### src/rtl/ram_2r2w_arbiter.sv
// Round-robin arbiter sharing a 2-read/2-write RAM between NUM_REQ requesters.
// Optional same-cycle write-to-read bypass is compiled in with RAM_ARB_BYPASS_EN.
module ram_2r2w_arbiter #(
  parameter int NUM_REQ        = 4,
  parameter int DATA_SIZE      = 16,
  parameter int RAM_DEPTH_LOG2 = 5
) (
  input  logic                              clock,
  input  logic                              reset_n,
  input  logic [NUM_REQ-1:0]                req_valid,
  input  logic [NUM_REQ-1:0]                req_we,
  input  logic [NUM_REQ*RAM_DEPTH_LOG2-1:0] req_addr,
  input  logic [NUM_REQ*DATA_SIZE-1:0]      req_wdata,
  output logic [NUM_REQ-1:0]                req_grant,
  output logic [NUM_REQ-1:0]                rsp_valid,
  output logic [DATA_SIZE-1:0]              rsp_rdata,
  output logic [DATA_SIZE-1:0]              rsp_rdata2,
  output logic                              ram_rden1,
  output logic                              ram_rden2,
  output logic                              ram_wren1,
  output logic                              ram_wren2,
  output logic [RAM_DEPTH_LOG2-1:0]         ram_addr1rd,
  output logic [RAM_DEPTH_LOG2-1:0]         ram_addr2rd,
  output logic [RAM_DEPTH_LOG2-1:0]         ram_addr1wr,
  output logic [RAM_DEPTH_LOG2-1:0]         ram_addr2wr,
  output logic [DATA_SIZE-1:0]              ram_din1,
  output logic [DATA_SIZE-1:0]              ram_din2,
  input  logic [DATA_SIZE-1:0]              ram_dout1,
  input  logic [DATA_SIZE-1:0]              ram_dout2
);

  localparam int AW    = RAM_DEPTH_LOG2;
  localparam int DW    = DATA_SIZE;
  localparam int IDX_W = (NUM_REQ > 2) ? $clog2(NUM_REQ) : 1;
  localparam logic [IDX_W:0] NREQ_W = (IDX_W+1)'(NUM_REQ);

  logic [IDX_W-1:0] rr_ptr_q, rr_ptr_d;
  logic [AW-1:0]    addr_a   [NUM_REQ];
  logic [DW-1:0]    wdata_a  [NUM_REQ];
  logic [IDX_W-1:0] scan_idx [NUM_REQ];

  // scan_idx[j] is the requester examined at scan position j this cycle
  genvar gi;
  generate
    for (gi = 0; gi < NUM_REQ; gi++) begin : g_unpack
      logic [IDX_W:0] scan_sum;
      assign addr_a[gi]   = req_addr[gi*AW +: AW];
      assign wdata_a[gi]  = req_wdata[gi*DW +: DW];
      assign scan_sum     = {1'b0, rr_ptr_q} + (IDX_W+1)'(gi);
      assign scan_idx[gi] = (scan_sum >= NREQ_W) ? IDX_W'(scan_sum - NREQ_W)
                                                 : scan_sum[IDX_W-1:0];
    end
  endgenerate

  logic             rd1_hit, rd2_hit, wr1_hit, wr2_hit;
  logic [IDX_W-1:0] rd1_idx, rd2_idx, wr1_idx, wr2_idx;
  logic [IDX_W-1:0] last_pos;
  logic [IDX_W-1:0] cur;

  always_comb begin
    rd1_hit  = 1'b0;
    rd2_hit  = 1'b0;
    wr1_hit  = 1'b0;
    wr2_hit  = 1'b0;
    rd1_idx  = '0;
    rd2_idx  = '0;
    wr1_idx  = '0;
    wr2_idx  = '0;
    last_pos = '0;
    cur      = '0;
    for (int j = 0; j < NUM_REQ; j++) begin
      cur = scan_idx[j];
      if (req_valid[cur] && !req_we[cur]) begin
        if (!rd1_hit) begin
          rd1_hit  = 1'b1;
          rd1_idx  = cur;
          last_pos = IDX_W'(j);
        end else if (!rd2_hit) begin
          rd2_hit  = 1'b1;
          rd2_idx  = cur;
          last_pos = IDX_W'(j);
        end
      end
      // a later writer aimed at port 1's address is skipped, not merged
      if (req_valid[cur] && req_we[cur]) begin
        if (!wr1_hit) begin
          wr1_hit  = 1'b1;
          wr1_idx  = cur;
          last_pos = IDX_W'(j);
        end else if (!wr2_hit && (addr_a[cur] != addr_a[wr1_idx])) begin
          wr2_hit  = 1'b1;
          wr2_idx  = cur;
          last_pos = IDX_W'(j);
        end
      end
    end
  end

  logic rd1_go, rd2_go, wr1_go, wr2_go;
  assign rd1_go = reset_n & rd1_hit;
  assign rd2_go = reset_n & rd2_hit;
  assign wr1_go = reset_n & wr1_hit;
  assign wr2_go = reset_n & wr2_hit;

  generate
    for (gi = 0; gi < NUM_REQ; gi++) begin : g_grant
      assign req_grant[gi] = (rd1_go && (rd1_idx == IDX_W'(gi))) |
                             (rd2_go && (rd2_idx == IDX_W'(gi))) |
                             (wr1_go && (wr1_idx == IDX_W'(gi))) |
                             (wr2_go && (wr2_idx == IDX_W'(gi)));
    end
  endgenerate

  assign ram_rden1   = rd1_go;
  assign ram_rden2   = rd2_go;
  assign ram_wren1   = wr1_go;
  assign ram_wren2   = wr2_go;
  assign ram_addr1rd = rd1_go ? addr_a[rd1_idx]  : '0;
  assign ram_addr2rd = rd2_go ? addr_a[rd2_idx]  : '0;
  assign ram_addr1wr = wr1_go ? addr_a[wr1_idx]  : '0;
  assign ram_addr2wr = wr2_go ? addr_a[wr2_idx]  : '0;
  assign ram_din1    = wr1_go ? wdata_a[wr1_idx] : '0;
  assign ram_din2    = wr2_go ? wdata_a[wr2_idx] : '0;

  // sum stays below 2*NUM_REQ, so a single conditional subtract is the modulo
  logic [IDX_W:0] ptr_sum;
  assign ptr_sum = {1'b0, rr_ptr_q} + {1'b0, last_pos} + (IDX_W+1)'(1);

  always_comb begin
    rr_ptr_d = rr_ptr_q;
    if (rd1_go || wr1_go) begin
      rr_ptr_d = (ptr_sum >= NREQ_W) ? IDX_W'(ptr_sum - NREQ_W) : ptr_sum[IDX_W-1:0];
    end
  end

  logic             lane1_vld_q, lane1_vld_d, lane2_vld_q, lane2_vld_d;
  logic [IDX_W-1:0] lane1_own_q, lane1_own_d, lane2_own_q, lane2_own_d;

  always_comb begin
    lane1_vld_d = rd1_go;
    lane2_vld_d = rd2_go;
    lane1_own_d = rd1_idx;
    lane2_own_d = rd2_idx;
  end

  always_ff @(posedge clock) begin
    if (!reset_n) begin
      rr_ptr_q    <= '0;
      lane1_vld_q <= 1'b0;
      lane2_vld_q <= 1'b0;
      lane1_own_q <= '0;
      lane2_own_q <= '0;
    end else begin
      rr_ptr_q    <= rr_ptr_d;
      lane1_vld_q <= lane1_vld_d;
      lane2_vld_q <= lane2_vld_d;
      lane1_own_q <= lane1_own_d;
      lane2_own_q <= lane2_own_d;
    end
  end

  generate
    for (gi = 0; gi < NUM_REQ; gi++) begin : g_rsp
      assign rsp_valid[gi] = (lane1_vld_q && (lane1_own_q == IDX_W'(gi))) |
                             (lane2_vld_q && (lane2_own_q == IDX_W'(gi)));
    end
  endgenerate

`ifdef RAM_ARB_BYPASS_EN
  logic          byp1_q, byp1_d, byp2_q, byp2_d;
  logic [DW-1:0] byp1_data_q, byp1_data_d, byp2_data_q, byp2_data_d;

  // port 1 write takes precedence when both ports hit the read address
  always_comb begin
    byp1_d      = 1'b0;
    byp2_d      = 1'b0;
    byp1_data_d = '0;
    byp2_data_d = '0;
    if (rd1_go) begin
      if (wr1_go && (addr_a[wr1_idx] == addr_a[rd1_idx])) begin
        byp1_d      = 1'b1;
        byp1_data_d = wdata_a[wr1_idx];
      end else if (wr2_go && (addr_a[wr2_idx] == addr_a[rd1_idx])) begin
        byp1_d      = 1'b1;
        byp1_data_d = wdata_a[wr2_idx];
      end
    end
    if (rd2_go) begin
      if (wr1_go && (addr_a[wr1_idx] == addr_a[rd2_idx])) begin
        byp2_d      = 1'b1;
        byp2_data_d = wdata_a[wr1_idx];
      end else if (wr2_go && (addr_a[wr2_idx] == addr_a[rd2_idx])) begin
        byp2_d      = 1'b1;
        byp2_data_d = wdata_a[wr2_idx];
      end
    end
  end

  always_ff @(posedge clock) begin
    if (!reset_n) begin
      byp1_q      <= 1'b0;
      byp2_q      <= 1'b0;
      byp1_data_q <= '0;
      byp2_data_q <= '0;
    end else begin
      byp1_q      <= byp1_d;
      byp2_q      <= byp2_d;
      byp1_data_q <= byp1_data_d;
      byp2_data_q <= byp2_data_d;
    end
  end

  assign rsp_rdata  = !lane1_vld_q ? '0 : (byp1_q ? byp1_data_q : ram_dout1);
  assign rsp_rdata2 = !lane2_vld_q ? '0 : (byp2_q ? byp2_data_q : ram_dout2);
`else
  assign rsp_rdata  = lane1_vld_q ? ram_dout1 : '0;
  assign rsp_rdata2 = lane2_vld_q ? ram_dout2 : '0;
`endif

endmodule

### config.mk
export PLATFORM = sky130hd
export DESIGN_NAME = ram_2r2w_arbiter
export DESIGN_NICKNAME = d
export VERILOG_FILES = /design/src/rtl/ram_2r2w_arbiter.sv
export SDC_FILE = /design/constraint.sdc
export NUM_CORES = 1
export LEC_CHECK = 0
export BUFFER_PORTS_ARGS = -buffer_cell sky130_fd_sc_hd__clkbuf_2
export CELL_PAD_IN_SITES_DETAIL_PLACEMENT = 1
export CELL_PAD_IN_SITES_GLOBAL_PLACEMENT = 1
export CORE_MARGIN = 2
export CORE_UTILIZATION = 32
export CTS_CLUSTER_SIZE = 24
export DETAILED_ROUTE_END_ITERATION = 8
export GPL_ROUTABILITY_DRIVEN = 1
export PLACE_DENSITY_LB_ADDON = 0.1
export SYNTH_ARGS = -nofsm -noshare
export SYNTH_HDL_FRONTEND = slang
export SYNTH_SLANG_ARGS = --single-unit
### constraint.sdc
create_clock -name clock -period 4.45 [get_ports clock]
set_input_delay 0.445 -clock clock [delete_from_list [all_inputs] [get_ports clock]]
set_output_delay 0.445 -clock clock [all_outputs]
set_load 0.01 [all_outputs]
==> flow_summary.json, run 1 <==
{
  "core_um2": 14500,
  "synth_fp_nets": 676,
  "power_frac_clock_pct": 2.5,
  "max_freq_mhz": 210,
  "ios": 222,
  "antennaDiodeCount": 0,
  "power_density_nw_per_um2": 801,
  "die_area_um2": 15800,
  "slew_violations": 0,
  "ant_nets": 0,
  "finalHoldViolCount": 0,
  "post-dp-hpwl_um": 16800,
  "worstHoldPathCells": 2,
  "cp-end-kind": "output port",
  "grt_first_pass_wirelength_um": 34900,
  "grt_busiest_layer": "met2",
  "synthArstFlopShare_pct": 0,
  "layout-drive-gt1-share_pct": 58.8,
  "tritoncts": "yes",
  "p_switching_mw": 2.86,
  "cts_buffers": 3,
  "slew_headroom_pct": 51.9,
  "ys_types": 74,
  "first_pass_iters": 5,
  "grt_overflow": 0,
  "fin_nets": 952,
  "htree_levels": 1,
  "gp_congestion": 0.879,
  "grt_max_degree": 29,
  "area_delta_synth_final_pct": 56.6,
  "avgSynthCellArea_um2": 8.70,
  "setup.worst_path.class": "reg2out",
  "worst-slew-pin-transition_ns": 0.721,
  "ys_ff_latch": 8,
  "ff2ff_setup_slack_ns": -0.07,
  "drtIter0Drc": 272,
  "power_mw": 5.96,
  "hp-class": "in2reg",
  "antenna_found_initial": 0,
  "period_needed_ns": 4.76,
  "status": "complete, but fails checks",
  "fin_ws_ns": -0.309,
  "ys_seq_area_share_pct": 3.37,
  "violations": "negative setup slack",
  "power_frac_comb_pct": 95.1,
  "rsz0062_at_grt": "true",
  "synth_ff_type": "dfxtp_1",
  "chipHeight_um": 126,
  "seq_power_share_pct": 2.4,
  "layout_commonest_cell": "clkbuf_2",
  "finalCritPeriodShare_pct": 107,
  "dp_cells": 965,
  "wl_um": 22700,
  "swShare_pct": 48.0,
  "track_usage_pct": 27.0,
  "clock_path_buffers": 2,
  "clock_skew_ns": 0.000834,
  "grtUsageMet3_pct": 2.85,
  "clock-root-buffer": "clkbuf_16",
  "drv_cap": 0,
  "synth_top_area_cell": "mux4_2",
  "hold_end": "lane2_vld_q$_SDFF_PN0_",
  "drc": 0,
  "rr_startpoint": "rr_ptr_q[0]$_SDFFE_PN0P_",
  "start_util_pct": 32.7,
  "mostFrequentLayoutCells": "213 x clkbuf_2, 72 x and2_1, 72 x buf_4",
  "synthTopCellsByArea": "mux4_2 26%, and2_1 9.6%, mux2i_1 9.5%",
  "portBuffers": 221,
  "min-delay-start": "reset_n",
  "netlist_area_um2": 4750,
  "grt_util_met1_pct": 33.2,
  "critical_path_peak_fanout": 10,
  "cp-start-kind": "flip-flop",
  "grt_pass1_vias": 6267,
  "viasPerCell": 5.90,
  "r2r.worst_path.cells": 20,
  "arrival_ns": 4.31,
  "wl_per_cell_um": 22.6,
  "use_met2_pct": 49.9,
  "yosys_warnings": 0,
  "die_w_um": 126,
  "r2r_end": "rr_ptr_q[1]$_SDFFE_PN0P_",
  "clkLatencyLatePin_ns": 0.23,
  "cellInternalPower_mw": 3.09,
  "yosys.area.top_type_share_pct": 26.1,
  "via_count": 5926,
  "vdd_drop_max_mv": 0.308,
  "crit_required_ns": 4.01,
  "leakagePower_nw": 3.43,
  "synthCells": 546,
  "path_clk_slew_ns": 0.04,
  "rows": 44,
  "synth_edf_count": 0,
  "clock_sinks": 8,
  "final_cell_count_no_fill": 1004,
  "setup_violations": 26
}
[logic make-up after synthesis]
kind of cell / after synthesis / synth area share, %
AO/OA/AOI/OAI: 140 / 25.4
XOR/XNOR: 11 / 2.03
multiplexers: 101 / 35.8
flip-flops: 8 / 3.37
AND/OR/NAND/NOR: 206 / 24.2
buffers and inverters: 76 / 8.22
adder cells (fa/ha/maj): 4 / 1.05
[power by group through the flow]
stage / Clock, mW / Combinational [mW] / Sequential, mW
after floorplan: 0 / 3.11 / 0.118
after global placement: 0 / 4.44 / 0.139
after detailed placement: 0 / 4.56 / 0.141
after CTS: 0.151 / 5.31 / 0.145
after global routing: 0.155 / 6.03 / 0.154
final: 0.149 / 5.66 / 0.144
[worst max-delay path, cell delays in order, from the launching register on]
cell and delay, ns:
dfxtp_4 0.36, mux4_2 0.52, nand2_2 0.10, inv_2 0.05, ha_4 0.26, and3_4 0.20
buf_6 0.12, a211oi_4 0.30, buf_6 0.17, o22ai_2 0.06, o221ai_2 0.21, xnor2_2 0.12
nor4_4 0.39, a211oi_4 0.13, a31oi_4 0.20, buf_12 0.16, buf_12 0.17, mux2i_2 0.32
o22ai_4 0.12, buf_6 0.13
[per-layer routing]
layer	up-vias	share of wire, %
li1	2681	-
met1	2948	40
met2	252	52
met3	45	5.7
met4	0	3.2
met5	-	0
[cell type report]
type,count,area (um^2)
Fill cell,1733,7100
Multi-Input combinational cell,462,4630
Timing Repair Buffer,327,2260
Tap cell,184,230
Sequential cell,8,168
Inverter,20,76.3
Clock buffer,3,75.1
[per-stage QoR]
| stage | hold slack, ns | setup slack, ns | setup TNS, ns | instance area (um^2) | utilization (%) |
|---|---|---|---|---|---|
| 5_1_grt | 0.641 | -0.465 | -10.07 | 7440 | 51.2 |
| 4_1_cts | 0.635 | -0.249 | -5.20 | 7180 | 49.4 |
| 3_3_place_gp | 0.838 | -0.397 | -8.50 | 6400 | 44.0 |
| 6_report | 0.648 | -0.309 | -6.33 | 7440 | 51.2 |
| 3_5_place_dp | 0.835 | -0.523 | -11.87 | 6400 | 44.0 |
| 2_1_floorplan | 0.789 | -0.00401 | -0.00401 | 4750 | - |
[cell usage after synthesis (5+ instances only)]
cell,number
and2_1,73
mux4_2,55
mux2i_1,45
nand2_1,40
clkbuf_1,32
nor2_1,25
o22ai_2,20
inv_1,17
o21ai_0,16
nand2b_1,15
a211oi_1,12
nand3_1,12
nor2b_1,10
a22oi_1,9
buf_2,9
a21boi_0,8
dfxtp_1,8
o22ai_1,8
xnor2_1,8
a21oi_1,7
a31oi_1,6
buf_4,6
nand4b_1,6
nand4_1,5
nor3_1,5
[registers in the layout, indices dropped and copies added (netlist names)]
name	flops
lane2_own_q	2
lane1_vld_q	1
lane2_vld_q	1
rr_ptr_q	2
lane1_own_q	2
[worst max path at each step]
stage,from,slack [ns],endpoint,cells past startpoint
6_report,rr_ptr_q[0]$_SDFFE_PN0P_,-0.31,ram_din2[4],19
5_1_grt,rr_ptr_q[0]$_SDFFE_PN0P_,-0.47,ram_din2[13],20
4_1_cts,rr_ptr_q[1]$_SDFFE_PN0P_,-0.25,ram_din2[13],20
3_5_place_dp,req_we[0],-0.52,ram_addr2wr[4],19
3_3_place_gp,rr_ptr_q[1]$_SDFFE_PN0P_,-0.40,ram_addr2wr[4],16
2_1_floorplan,rr_ptr_q[0]$_SDFFE_PN0P_,-0.004,ram_din2[15],19
[repair_timing]
item | in CTS | in global routing
hold buffers | 0 | 0
pin swaps | 23 | 20
gates resized for setup | 85 | 52
cloned | 6 | 1
endpoints found under the setup margin | 31 | 37
buffers inserted | 26 | 5
No activity file was read; power rests on OpenSTA's default activity.
==> inputs of run 2 (changes only) <==
--- a/config.mk
+++ b/config.mk
@@ -5,13 +5,14 @@
 export SDC_FILE = /design/constraint.sdc
 export NUM_CORES = 1
 export LEC_CHECK = 0
-export BUFFER_PORTS_ARGS = -buffer_cell sky130_fd_sc_hd__clkbuf_2
+export ABC_AREA = 1
 export CELL_PAD_IN_SITES_DETAIL_PLACEMENT = 1
 export CELL_PAD_IN_SITES_GLOBAL_PLACEMENT = 1
 export CORE_MARGIN = 2
-export CORE_UTILIZATION = 32
+export CORE_UTILIZATION = 37
 export CTS_CLUSTER_SIZE = 24
 export DETAILED_ROUTE_END_ITERATION = 8
+export DONT_BUFFER_PORTS = 1
 export GPL_ROUTABILITY_DRIVEN = 1
 export PLACE_DENSITY_LB_ADDON = 0.1
 export SYNTH_ARGS = -nofsm -noshare
==> flow_summary.json, run 2 <==
{
  "status": "finished clean",
  "layout-drive-gt1-share_pct": 12.1,
  "tritoncts": "yes",
  "use_met2_pct": 56.2,
  "synth_fa_ha_area_share_pct": 1.12,
  "wl_um": 21600,
  "grt_first_pass_wirelength_um": 32700,
  "synth_fp_nets": 1027,
  "setup_violations": 0,
  "finalCritPeriodShare_pct": 94.0,
  "synthSimpleGateAreaFrac_pct": 51.6,
  "antennaDiodeCount": 0,
  "grt_util_met1_pct": 39.8,
  "grtUsageMet3_pct": 4.41,
  "dp_cells": 1038,
  "netlist_area_um2": 4460,
  "antenna_found_initial": 0,
  "grt_max_degree": 28,
  "r2r.worst_path.cells": 29,
  "synthCells": 897,
  "ios": 222,
  "drv_cap": 0,
  "synthTopCellsByArea": "nand2_1 24%, inv_1 12%, nand3_1 11%",
  "slew_violations": 0,
  "ys_ff_latch": 8,
  "grt_busiest_layer": "met2",
  "drtIter0Drc": 441,
  "wl_per_cell_um": 20.6,
  "yosys_warnings": 0,
  "via_count": 6305,
  "ys_types": 42,
  "hold_end": "rr_ptr_q[1]$_SDFFE_PN0P_",
  "synth_most_common_cell": "nand2_1",
  "finalHoldViolCount": 0,
  "slew_headroom_pct": 48.1,
  "final_cell_count_no_fill": 1050,
  "layout_commonest_cell": "nand2_1",
  "cp-start-kind": "flip-flop",
  "synth_top_family_by_area": "simple AND/OR/NAND/NOR gates",
  "synthXorXnorAreaFrac_pct": 0.983,
  "drc": 0,
  "fill_cells": 1768,
  "critical_path_peak_fanout": 23,
  "worst-slew-pin-transition_ns": 0.779,
  "synth_edf_count": 0,
  "cp-end-kind": "output port",
  "first_pass_iters": 5,
  "rows": 40,
  "synth-compound-area-share_pct": 24.9,
  "grt_pass1_vias": 6209,
  "gp_congestion": 0.936,
  "setup.worst_path.class": "reg2out",
  "power_density_nw_per_um2": 1070,
  "ys_seq_area_share_pct": 3.59,
  "seq_area_um2": 160,
  "htree_levels": 1,
  "clkLatencyLatePin_ns": 0.23,
  "cts_buffers": 3,
  "clock_skew_ns": 0.00467,
  "synth_ff_type": "dfxtp_1",
  "vdd_drop_max_mv": 0.420,
  "yosys-top-cells-count": "288 x nand2_1, 146 x inv_1, 94 x nand3_1, 78 x o21ai_0, 65 x nor2_1",
  "yosys.area.top_type_share_pct": 24.3,
  "hp-class": "in2reg",
  "largestRegisters": "lane1_own_q (2), lane2_own_q (2), rr_ptr_q (2)",
  "crit_family": "simple AND/OR/NAND/NOR gates",
  "max_freq_mhz": 239,
  "crit_top_cell": "nand2_1",
  "post-dp-hpwl_um": 16700,
  "area_delta_synth_final_pct": 12.3,
  "arrival_ns": 3.74,
  "min-delay-start": "reset_n",
  "synthArstFlopShare_pct": 0,
  "die_area_um2": 12900,
  "worstHoldPathCells": 2,
  "grt_overflow": 0,
  "fin_util_pct": 42.2,
  "clock_sinks": 8,
  "multi_input_area_um2": 3660,
  "crit_path_top_delay_cell": "dfxtp_1",
  "leakagePower_nw": 2.65,
  "ff2ff_setup_slack_ns": 0.83,
  "viasPerCell": 6.00,
  "synth.area.mux_share_pct": 0,
  "slowest_delay_ns": 0.32,
  "clock-root-buffer": "clkbuf_16",
  "die_w_um": 114,
  "worst-path-buf-inv": 5,
  "fin_nets": 1035,
  "synth_top_area_cell": "nand2_1",
  "crit_required_ns": 4.01,
  "start_util_pct": 37.6,
  "chipHeight_um": 114,
  "r2r_end": "rr_ptr_q[1]$_SDFFE_PN0P_",
  "clock_path_buffers": 2,
  "ant_nets": 0,
  "core_um2": 11900,
  "path_clk_slew_ns": 0.04,
  "avgSynthCellArea_um2": 4.97,
  "portBuffers": 0,
  "rr_startpoint": "rr_ptr_q[0]$_SDFFE_PN0P_",
  "period_needed_ns": 4.19,
  "track_usage_pct": 31.5,
  "mostFrequentLayoutCells": "285 x nand2_1, 146 x inv_1, 93 x nand3_1"
}
-- run 2: cell types whose count changed in the layout (fill, tap and decap cells not counted), moves of 16 or more --
cell      change
nand2_1     +247
clkbuf_2    -213
inv_1       +131
nand3_1      +83
and2_1       -72
o21ai_0      +60
mux4_2       -55
buf_4        -38
o22ai_1      +31
mux2i_1      -30
nor2_1       +30
buf_6        -18
o22ai_2      -16
-- run 2: per-stage QoR --
step / cell area (um^2) / worst slack (ns) / setup TNS, ns / hold WS [ns] / total power, mW
after floorplan: 4460 / 0.677 / 0 / 0.566 / 3.55
after global placement: 4670 / 0.0552 / 0 / 0.577 / 4.55
after detailed placement: 4670 / -0.157 / -1.99 / 0.574 / 4.72
after CTS: 4840 / 0.0149 / 0 / 0.341 / 5.02
after global routing: 5000 / -0.000522 / -0.000666 / 0.356 / 5.86
final: 5000 / 0.265 / 0 / 0.341 / 5.34
-- run 2: cell type report --
cell class              count  area share [%]
repair buffers             38            6.52
flip-flops and latches      8            3.20
inverters                 154            11.9
clock buffers               3            1.50
multi-input cells         700            73.2
well taps                 147            3.67
-- run 2: worst max-delay path by stage --
stage,slack (ns),start,cells past startpoint,end
2_1_floorplan,0.68,rr_ptr_q[0]$_SDFFE_PN0P_,25,ram_din2[14]
3_3_place_gp,0.06,rr_ptr_q[0]$_SDFFE_PN0P_,23,ram_addr2wr[3]
3_5_place_dp,-0.16,rr_ptr_q[0]$_SDFFE_PN0P_,23,ram_din2[6]
4_1_cts,0.01,rr_ptr_q[0]$_SDFFE_PN0P_,23,ram_din2[6]
5_1_grt,-0.0005,rr_ptr_q[0]$_SDFFE_PN0P_,28,ram_din2[7]
6_report,0.26,rr_ptr_q[0]$_SDFFE_PN0P_,25,ram_din2[3]
-- run 2: kinds of logic (layout without fill, tap and decap cells) --
kind of cell / Yosys count / after routing
AOI/OAI and AO/OA: 184 / 184
xor gates and xnor gates: 5 / 5
adders and majority gates: 4 / 4
buffers and inverters: 190 / 195
DFF: 8 / 8
and+or+nand+nor: 506 / 507
-- run 2: report_power, final --
group / switching, mW / internal, mW
clock network: 0.0365 / 0.116
logic: 3.50 / 1.54
registers: 0.0470 / 0.102
total: 3.58 / 1.76
-- run 2: worst register-to-register path: cells and delay by family, from the launching register on --
| family | cells | cell delay (ns) |
|---|---|---|
| AO/OA/AOI/OAI | 2 | 0.31 |
| adder cells (fa/ha/maj) | 2 | 0.49 |
| buffers and inverters | 4 | 0.35 |
| flip-flops | 1 | 0.35 |
| AND/OR/NAND/NOR | 21 | 1.99 |
-- run 2: repair_timing --
item                       CTS  global route
hold buffers                 0             0
buffers inserted             6             2
pin swaps                    6             7
cloned                       0             1
resized for setup            8            39
setup endpoints to repair   25            56
-- run 2: layer usage --
layer | share of wire, % | wire length (um)
met2 | 49 | 10500
met3 | 7.9 | 1720
met1 | 41 | 8830
met5 | 0 | 0
met4 | 2.6 | 558
==> inputs of run 3 (changes only) <==
--- a/config.mk
+++ b/config.mk
@@ -6,6 +6,7 @@
 export NUM_CORES = 1
 export LEC_CHECK = 0
 export ABC_AREA = 1
+export CAP_MARGIN = 25
 export CELL_PAD_IN_SITES_DETAIL_PLACEMENT = 1
 export CELL_PAD_IN_SITES_GLOBAL_PLACEMENT = 1
 export CORE_MARGIN = 2
==> constraint.sdc (replaced) <==
create_clock -name clock -period 3.75 [get_ports clock]
set_input_delay 0.375 -clock clock [delete_from_list [all_inputs] [get_ports clock]]
set_output_delay 0.375 -clock clock [all_outputs]
set_load 0.01 [all_outputs]
==> flow_summary.json, run 3 (synthesized netlist as in run 2, its figures left out) <==
{
  "die_w_um": 114,
  "fin_nets": 1119,
  "largestRegisters": "lane1_own_q (2), lane2_own_q (2), rr_ptr_q (2)",
  "clkLatencyLatePin_ns": 0.24,
  "htree_levels": 1,
  "crit_required_ns": 3.38,
  "grt_first_pass_wirelength_um": 37300,
  "r2r_end": "rr_ptr_q[1]$_SDFFE_PN0P_",
  "finalHoldViolCount": 0,
  "layout_commonest_cell": "nand2_1",
  "clock_path_buffers": 2,
  "setup.worst_path.class": "reg2out",
  "antennaDiodeCount": 0,
  "routed-wl-met2_um": 13400,
  "fin_util_pct": 58.8,
  "grt_overflow": 0,
  "slew_headroom_pct": 61.6,
  "setup_violations": 33,
  "clock_skew_ns": 0.00447,
  "met1_length_um": 10200,
  "leakagePower_nw": 3.53,
  "cp-end-kind": "output port",
  "rr_startpoint": "rr_ptr_q[0]$_SDFFE_PN0P_",
  "drc": 0,
  "grt_max_degree": 30,
  "fin_ws_ns": -0.420,
  "die_area_um2": 12900,
  "dp_cells": 1092,
  "critical_path_peak_fanout": 8,
  "first_pass_iters": 7,
  "status": "complete, but fails checks",
  "antenna_found_initial": 0,
  "power_density_nw_per_um2": 1330,
  "start_util_pct": 37.6,
  "viasPerCell": 6.46,
  "gp_congestion": 0.994,
  "setup_tns_ns": -9.49,
  "critPathLaunch": "rr_ptr_q[0]$_SDFFE_PN0P_",
  "area_delta_synth_final_pct": 56.4,
  "grt_pass1_vias": 7160,
  "chipHeight_um": 114,
  "period_needed_ns": 4.17,
  "path_clk_slew_ns": 0.04,
  "vdd_drop_max_mv": 0.449,
  "final_cell_count_no_fill": 1134,
  "portBuffers": 0,
  "seq_area_um2": 168,
  "post_cts_hold_buffer_count": 0,
  "violations": "negative setup slack",
  "layout-drive-gt1-share_pct": 39.7,
  "drv_cap": 0,
  "wl_per_cell_um": 24.7,
  "wl_met3_um": 2600,
  "drtIter0Drc": 697,
  "cts_buffers": 3,
  "cp-start-kind": "flip-flop",
  "fill_cells": 1600,
  "dpl_cell_area_um2": 5120,
  "r2r.worst_path.cells": 30,
  "worst-slew-pin-transition_ns": 0.576,
  "clock_sinks": 8,
  "core_um2": 11900,
  "max_freq_mhz": 240,
  "finalCritPeriodShare_pct": 111,
  "mostFrequentLayoutCells": "197 x nand2_1, 136 x inv_1, 84 x buf_4",
  "top_layer": "met4",
  "hp-class": "in2reg",
  "critPathCapture": "ram_din2[10]",
  "ant_nets": 0,
  "track_usage_pct": 35.7,
  "tritoncts": "yes",
  "final_area_um2": 6970,
  "wl_um": 28000,
  "slew_violations": 0,
  "arrival_ns": 3.80,
  "ff2ff_setup_slack_ns": 0.16,
  "via_count": 7325,
  "place_ws_ns": -0.207,
  "rsz0062_at_grt": "true",
  "rows": 40,
  "post-dp-hpwl_um": 17500,
  "clock-root-buffer": "clkbuf_16",
  "ios": 222,
  "multi_input_area_um2": 4760
}
-- run 3: cell count changes in the layout (fill, tap and decap cells not counted), sizes merged --
cell      previous run  this run
nand2              316       319
clkinvlp             1         0
clkbuf               3         5
buf                 38       117
clkinv               2         3
-- run 3: where the power goes --
part	switching, mW	leakage, nW	internal (mW)
combinational	5.72	3.42	3.19
clock	0.0440	0.0370	0.138
sequential	0.0646	0.0674	0.125
total	5.83	3.53	3.45
-- run 3: worst min path at each step --
stage             from                       end  slack [ns]  cells past startpoint
6_report       reset_n  rr_ptr_q[1]$_SDFFE_PN0P_        0.26                      2
4_1_cts        reset_n  rr_ptr_q[1]$_SDFFE_PN0P_        0.26                      2
3_3_place_gp   reset_n  rr_ptr_q[1]$_SDFFE_PN0P_        0.50                      2
2_1_floorplan  reset_n  rr_ptr_q[1]$_SDFFE_PN0P_        0.50                      2
5_1_grt        reset_n  rr_ptr_q[1]$_SDFFE_PN0P_        0.29                      2
3_5_place_dp   reset_n  rr_ptr_q[1]$_SDFFE_PN0P_        0.51                      2
-- run 3: critical path, stage by stage (launching register included) --
cell and delay [ns]:
dfxtp_4 0.35, buf_12 0.14, inv_12 0.07, nand2_4 0.05, buf_4 0.12, buf_4 0.12, nand3_1 0.11, nand2_2 0.10
nor2_4 0.21, buf_4 0.18, nand3_1 0.20, nand2_4 0.21, nand3_1 0.14, nand2_1 0.10, nand2_1 0.08, nand2_2 0.09
nor2_4 0.05, a21oi_4 0.24, nand2_4 0.11, nand2_4 0.13, nand2_8 0.10, nor2_8 0.24, clkbuf_16 0.20, nand2_1 0.07
nand3_2 0.08, nor2_4 0.04
-- run 3: metal layers --
metal  track usage [%]  up-vias
met5                 0        -
li1                  -     3129
met3              4.30      173
met4              15.9        0
met1              44.3     3451
met2              62.1      572
-- run 3: area by class of cell --
cell class | instances | area share, %
Multi-Input combinational cell | 703 | 68.3
Inverter | 154 | 8.69
Sequential cell | 8 | 2.41
Clock buffer | 3 | 1.08
Tap cell | 147 | 2.64
Timing Repair Buffer | 119 | 16.9
-- run 3: timing repair --
action                     CTS  global route
cloned                       7             1
setup endpoints to repair   58            59
resized for setup          181           206
hold endpoints to repair     0             0
buffers inserted            23            13
pin swaps                   42            68
-- run 3: per-stage QoR --
| stage | power, mW | hold slack [ns] |
|---|---|---|
| after CTS | 7.51 | 0.263 |
| after detailed placement | 6.25 | 0.513 |
| after floorplan | 4.21 | 0.496 |
| final | 9.29 | 0.262 |
| after global placement | 6.04 | 0.505 |
| after global routing | 9.78 | 0.285 |
